`config.mk`:
```
export PLATFORM = sky130hd
export DESIGN_NAME = multicycle_ctrl
export DESIGN_NICKNAME = d
export VERILOG_FILES = /design/src/rtl/multicycle_ctrl.sv
export SDC_FILE = /design/constraint.sdc
export NUM_CORES = 1
export LEC_CHECK = 0
export CORE_ASPECT_RATIO = 0.8
export CORE_MARGIN = 2
export CORE_UTILIZATION = 37
export DETAILED_ROUTE_END_ITERATION = 10
export PLACE_DENSITY = 0.78
export SLEW_MARGIN = 40
export SYNTH_ARGS = -nofsm -noshare
export SYNTH_HDL_FRONTEND = slang
export SYNTH_SLANG_ARGS = --single-unit
```
`constraint.sdc`:
```
create_clock -name clk_i -period 2.1 [get_ports clk_i]
set_input_delay 0.21 -clock clk_i [delete_from_list [all_inputs] [get_ports clk_i]]
set_output_delay 0.21 -clock clk_i [all_outputs]
set_load 0.02 [all_outputs]
```
`src/rtl/multicycle_ctrl.sv`:
```
// rtl/multicycle_ctrl.sv - control FSM for the multi-cycle MIPS datapath
module multicycle_ctrl #(
  parameter int MEM_TIMEOUT = 16
) (
  input  logic       clk_i,
  input  logic       rst_i,
  input  logic [5:0] opcode_i,
  input  logic [5:0] funct_i,
  input  logic       alu_zero_i,
  input  logic       alu_neg_i,
  input  logic       mem_ack_i,
  output logic       mem_req_o,
  output logic       mem_we_o,
  output logic       iord_o,
  output logic       ir_write_o,
  output logic       pc_write_o,
  output logic       reg_write_o,
  output logic       alusrc_a_o,
  output logic [1:0] alusrc_b_o,
  output logic [2:0] alu_op_o,
  output logic [1:0] pc_source_o,
  output logic [1:0] regdst_o,
  output logic [1:0] memtoreg_o,
  output logic       trap_o,
  output logic [1:0] trap_code_o,
  output logic       retire_o
);

  localparam int CW = $clog2(MEM_TIMEOUT + 1);

  localparam logic [5:0] OP_RTYPE = 6'd0;
  localparam logic [5:0] OP_BLTZ  = 6'd1;
  localparam logic [5:0] OP_J     = 6'd2;
  localparam logic [5:0] OP_JAL   = 6'd3;
  localparam logic [5:0] OP_BEQ   = 6'd4;
  localparam logic [5:0] OP_BNE   = 6'd5;
  localparam logic [5:0] OP_BLE   = 6'd6;
  localparam logic [5:0] OP_ADDI  = 6'd8;
  localparam logic [5:0] OP_SLTI  = 6'd10;
  localparam logic [5:0] OP_LW    = 6'd35;
  localparam logic [5:0] OP_SW    = 6'd43;
  localparam logic [5:0] FN_JR    = 6'd8;

  typedef enum logic [3:0] {
    S_FETCH, S_DECODE, S_EXEC_R, S_EXEC_I, S_WB_ALU, S_MEM_ADDR,
    S_MEM_RD, S_MEM_WR, S_WB_MEM, S_BRANCH, S_JUMP, S_TRAP
  } state_t;

  state_t        state_q, state_d;
  logic [CW-1:0] wait_q;
  logic          wb_rd_q, wb_rd_d;       // WB_ALU writes rd (R-type) instead of rt
  logic          trap_q;
  logic [1:0]    trap_code_q, trap_code_d;
  logic          mem_phase;
  logic          timeout;
  logic          taken;

  // States that hold a request to the shared memory
  assign mem_phase = (state_q == S_FETCH) || (state_q == S_MEM_RD) || (state_q == S_MEM_WR);
  // Last permitted wait cycle passes without an ack; an ack in that cycle still wins
  assign timeout   = mem_phase && !mem_ack_i && (wait_q == CW'(MEM_TIMEOUT - 1));

  assign trap_o      = trap_q;
  assign trap_code_o = trap_code_q;

  // Branch condition from the A-B flags of the current instruction
  always_comb begin
    taken = 1'b0;
    case (opcode_i)
      OP_BEQ:  taken = alu_zero_i;
      OP_BNE:  taken = !alu_zero_i;
      OP_BLE:  taken = alu_zero_i | alu_neg_i;
      OP_BLTZ: taken = alu_neg_i;
      default: taken = 1'b0;
    endcase
  end

  // Next-state and datapath control decode
  always_comb begin
    state_d     = state_q;
    wb_rd_d     = wb_rd_q;
    trap_code_d = trap_code_q;
    mem_req_o   = 1'b0;
    mem_we_o    = 1'b0;
    iord_o      = 1'b0;
    ir_write_o  = 1'b0;
    pc_write_o  = 1'b0;
    reg_write_o = 1'b0;
    alusrc_a_o  = 1'b0;
    alusrc_b_o  = 2'b00;
    alu_op_o    = 3'b000;
    pc_source_o = 2'b00;
    regdst_o    = 2'b00;
    memtoreg_o  = 2'b00;
    retire_o    = 1'b0;
    case (state_q)
      S_FETCH: begin
        mem_req_o  = 1'b1;
        alusrc_b_o = 2'b01;
        if (mem_ack_i) begin
          ir_write_o = 1'b1;
          pc_write_o = 1'b1;
          state_d    = S_DECODE;
        end else if (timeout) begin
          state_d     = S_TRAP;
          trap_code_d = 2'b10;
        end
      end
      S_DECODE: begin
        alusrc_b_o = 2'b11;
        case (opcode_i)
          OP_RTYPE:                      state_d = S_EXEC_R;
          OP_ADDI, OP_SLTI:              state_d = S_EXEC_I;
          OP_LW, OP_SW:                  state_d = S_MEM_ADDR;
          OP_BEQ, OP_BNE, OP_BLE, OP_BLTZ: state_d = S_BRANCH;
          OP_J, OP_JAL:                  state_d = S_JUMP;
          default: begin
            state_d     = S_TRAP;
            trap_code_d = 2'b01;
          end
        endcase
      end
      S_EXEC_R: begin
        alusrc_a_o = 1'b1;
        alu_op_o   = 3'b010;
        if (funct_i == FN_JR) begin
          pc_source_o = 2'b11;
          pc_write_o  = 1'b1;
          retire_o    = 1'b1;
          state_d     = S_FETCH;
        end else begin
          wb_rd_d = 1'b1;
          state_d = S_WB_ALU;
        end
      end
      S_EXEC_I: begin
        alusrc_a_o = 1'b1;
        alusrc_b_o = 2'b10;
        alu_op_o   = (opcode_i == OP_SLTI) ? 3'b011 : 3'b000;
        wb_rd_d    = 1'b0;
        state_d    = S_WB_ALU;
      end
      S_WB_ALU: begin
        reg_write_o = 1'b1;
        regdst_o    = wb_rd_q ? 2'b01 : 2'b00;
        retire_o    = 1'b1;
        state_d     = S_FETCH;
      end
      S_MEM_ADDR: begin
        alusrc_a_o = 1'b1;
        alusrc_b_o = 2'b10;
        state_d    = (opcode_i == OP_LW) ? S_MEM_RD : S_MEM_WR;
      end
      S_MEM_RD: begin
        mem_req_o = 1'b1;
        iord_o    = 1'b1;
        if (mem_ack_i) begin
          state_d = S_WB_MEM;
        end else if (timeout) begin
          state_d     = S_TRAP;
          trap_code_d = 2'b10;
        end
      end
      S_MEM_WR: begin
        mem_req_o = 1'b1;
        mem_we_o  = 1'b1;
        iord_o    = 1'b1;
        if (mem_ack_i) begin
          retire_o = 1'b1;
          state_d  = S_FETCH;
        end else if (timeout) begin
          state_d     = S_TRAP;
          trap_code_d = 2'b10;
        end
      end
      S_WB_MEM: begin
        reg_write_o = 1'b1;
        memtoreg_o  = 2'b01;
        retire_o    = 1'b1;
        state_d     = S_FETCH;
      end
      S_BRANCH: begin
        alusrc_a_o  = 1'b1;
        alu_op_o    = 3'b001;
        pc_source_o = 2'b01;
        pc_write_o  = taken;
        retire_o    = 1'b1;
        state_d     = S_FETCH;
      end
      S_JUMP: begin
        pc_source_o = 2'b10;
        pc_write_o  = 1'b1;
        if (opcode_i == OP_JAL) begin
          reg_write_o = 1'b1;
          regdst_o    = 2'b10;
          memtoreg_o  = 2'b10;
        end
        retire_o = 1'b1;
        state_d  = S_FETCH;
      end
      S_TRAP: state_d = S_TRAP;
      default: state_d = S_FETCH;
    endcase
  end

  // State, wait counter and sticky trap registers
  always_ff @(posedge clk_i) begin
    if (!rst_i) begin
      state_q     <= S_FETCH;
      wait_q      <= '0;
      wb_rd_q     <= 1'b0;
      trap_q      <= 1'b0;
      trap_code_q <= 2'b00;
    end else begin
      state_q     <= state_d;
      wb_rd_q     <= wb_rd_d;
      trap_code_q <= trap_code_d;
      if (state_d == S_TRAP) trap_q <= 1'b1;
      // Any state change restarts the count, so every memory state starts from zero
      if (state_d != state_q) wait_q <= '0;
      else if (mem_phase && !mem_ack_i) wait_q <= wait_q + CW'(1);
    end
  end

endmodule

```
==> impl_results.md <==
* Outcome: finished, final reports clean
* Tot GR Track Use at about a fifth
* Placed cell area at roughly 1900 um2
* CP bufs+invs at 3
* Post-Route Hold Slack at approximately 0.46 ns
* Setup TNS at 0 ns
* Vias in the first global route at approximately 1500
* Period Utilization, post-route at 99.14%
* Synth warn at 0
* Cell area after layout at about 2100 um2
* Critical Path Sink Type: primary output
* Mapped Cells at between 150 and 200
* Synth Area per Inst at 6.940 um2
* Endpoints failing setup at 0
* Max-slew violations at 0
* Final Core Density at between 60% and 70%
* Layout cell share with drive strength beyond 1 at approximately a third
* # DRC at 0
* Fin cells at 289
* Power Density at 594.6 nW/um2
* Via count at 1614
* H-Tree Depth at 1
* Largest net degree at the start of global routing at 19
* Vias per cell at roughly 5.6
* FFs w/ async S/R, synth at 0%
* Root Buffer Master: clkbuf_8
* Leak at 0.9178 nW
* Max-Cap Viols at 0
* Nets at 267
* Placed cell count at roughly 280
* Max IR drop VDD at 0.4270 mV
* Post-layout min period at around 2.1 ns
* Clock Pin Slew Worst Setup and Hold Paths at 0.05 ns
* Setup Skew at around 0.0093 ns
* Hold buffers post-CTS at 0
* RSZ-0062 raised after global routing: yes
* Antenna viol nets, final at 0
* Hold crit path type: flop to flop
* Drt wl/cell at about 14 um
* Critical path arrival at between 1.5 and 2 ns
* I/O pin count at 39
* First-pass GRT wire length at ~6600 um
* Slew HR at between 60% and 70%
* CTS max path bufs at 2
* Post-DP HPWL at 3087 um
* CP Data Required Time at ~1.9 ns
* Drt initial violations at about 140
* CP Class: input port to primary output
* Crit path max fanout at 6
* Hold Fails Final Rpt at 0
* Die Height at ~56 um
* Global route total overflow at 0
* Clock Latency Late Sink at about 0.25 ns
* Final WL at around 4100 um
* Antenna violations before repair at 0
* CP top delay family: buffers and inverters
* # diodes at 0
* Register area share after synthesis at between 20% and 30%
* Multi-input gate area at ~1100 um2
* Critical Path Slowest Stage Cell: clkdlybuf4s50_1
* Core Region at 3352 um2
* Post-synth cell types at 52
* Die area at just under 4000 um2
* Combined flip-flop and latch cell area at ~260 um2
* Crit path cell chain: clkdlybuf4s50_1 > buf_4 > nand2_1 > or4_1 > nor2_1 > dlygate4sd2_1
* Mapped Area at about 1300 um2
* Top FF cell, synth: dfxtp_1
* Die Span X at 69.50 um
* Fillers at approximately 310
* CP max stage delay at between 0.5 and 0.6 ns
* Gpl congestion at about 0.92
* DRT Pass-1 Iters at 4
* Achievable frequency at approximately 0.48 GHz
* Setup crit start kind: input port
* Post-Synthesis Net Count at 202
* CTS tree: done
* CTS Buf Count at 3
* Seq cells post-synth at 13
* Initial Util at between 30% and 40%
* Worst-Margin Slew at 0.4988 ns
* Post-synth EDFFs at 0
* Clock Sinks at 13
* Row cnt at 19
* Number of port buffers at 37
* Area Overhead vs Synth at 63.25%
==> per-layer routing <==
| metal | vias up | wire (um) | GRT usage, % |
|---|---|---|---|
| met5 | - | 0 | 0 |
| met1 | 749 | 1878 | 28.76 |
| li1 | 798 | - | - |
| met4 | 0 | 35 | 5.042 |
| met3 | 4 | 280 | 3.770 |
| met2 | 63 | 1955 | 33.65 |
==> metrics by stage <==
stage / setup slack [ns] / power (mW)
after floorplan: 0.02952 / 0.6818
after global placement: -0.4660 / 0.9496
after detailed placement: -0.4875 / 0.9592
after CTS: 0.009296 / 1.212
after global routing: -0.09338 / 1.307
final: 0.01802 / 1.233
==> where the power goes <==
part	switching (mW)	internal [mW]	total (mW)	leakage, nW
clock	0.0995	0.131	0.231	0.0255
sequential	0.0209	0.271	0.292	0.107
combinational	0.393	0.316	0.710	0.786
==> layout make-up <==
class / instances / area share (%)
clock buffers: 3 / 1.992
clock inverters: 1 / 0.2414
inverters: 7 / 1.267
multi-input cells: 149 / 51.12
flip-flops and latches: 13 / 12.67
well taps: 42 / 2.535
repair buffers: 74 / 30.17
==> tightest hold or removal path, cell delays in order, from the launching register on <==
cell and delay, ns:
dfxtp_1 0.31, nand2_1 0.05, a21oi_1 0.05
==> path summary, 6_finish.rpt <==
| path | cells after the start | slack (ns) | from | to |
|---|---|---|---|---|
| worst max-delay path | 6 | 0.02 | opcode_i[1] | regdst_o[1] |
| worst min-delay path | 2 | 0.46 | trap_code_o[0] | trap_code_o[0] |
| worst max register to register | 8 | 0.08 | wait_q[0] | wait_q[0] |
| worst min register to register | 2 | 0.46 | trap_code_o[0] | trap_code_o[0] |
==> cells in the mapped netlist (all sizes together), types with 2 or more instances <==
library cell  instances  area share (%)
nor2                 21             6.2
nand2                20             5.9
dfxtp                13              20
a21oi                12             5.6
o21ai                11             4.3
clkbuf               10             3.0
nand2b               10             4.9
inv                   7             2.1
nor3                  7             2.8
and3                  5             2.5
nor4                  5             3.0
buf                   4             1.9
nor2b                 4             2.0
or4                   4             2.4
a21boi                3             1.8
xor2                  3             2.1
a22oi                 2             1.2
a311o                 2             1.6
a32o                  2             1.6
and2                  2            0.99
ha                    2             2.0
nand3                 2            0.79
nand3b                2             1.2
o211ai                2             1.2
o221a                 2             1.8
o22ai                 2            0.99
o31ai                 2             1.2
or2                   2            0.99
==> layout by cell type, fill, tap and decap left out, types with 3 or more instances in the layout <==
| cell type | count |
|---|---|
| clkdlybuf4s50_1 | 20 |
| nand2b_1 | 9 |
| nor2b_2 | 3 |
| dlygate4sd2_1 | 6 |
| nor3_1 | 7 |
| a21boi_0 | 3 |
| inv_1 | 7 |
| o21ai_0 | 10 |
| nor4_2 | 3 |
| dfxtp_1 | 11 |
| or4_4 | 3 |
| xor2_1 | 3 |
| buf_4 | 36 |
| and3_1 | 4 |
| clkbuf_8 | 3 |
| a21oi_1 | 10 |
| nor2_1 | 21 |
| dlymetal6s2s_1 | 4 |
| buf_2 | 4 |
| nand2_1 | 18 |
==> registers in the layout, summed over array words and instances (netlist names) <==
register,cells
state_q,4
wait_q,5
wb_rd_q,1
trap_o,1
trap_code_o,2
==> cells by family after synthesis <==
logic type	after synthesis	synth area share (%)
simple gates	90	37.24
flops	13	20.49
buf+inv	21	6.896
mux	2	1.675
compound gates	51	29.36
xor+xnor	3	2.069
other cells	1	0.2953
fa+ha+maj	2	1.970
==> what timing repair did <==
item,4_1_cts,5_1_grt
pin swaps,0,9
endpoints found under the hold margin,0,0
resized for setup,43,28
buffers inserted,0,1
setup endpoints to repair,20,20
(Power assumes the default switching activity.)
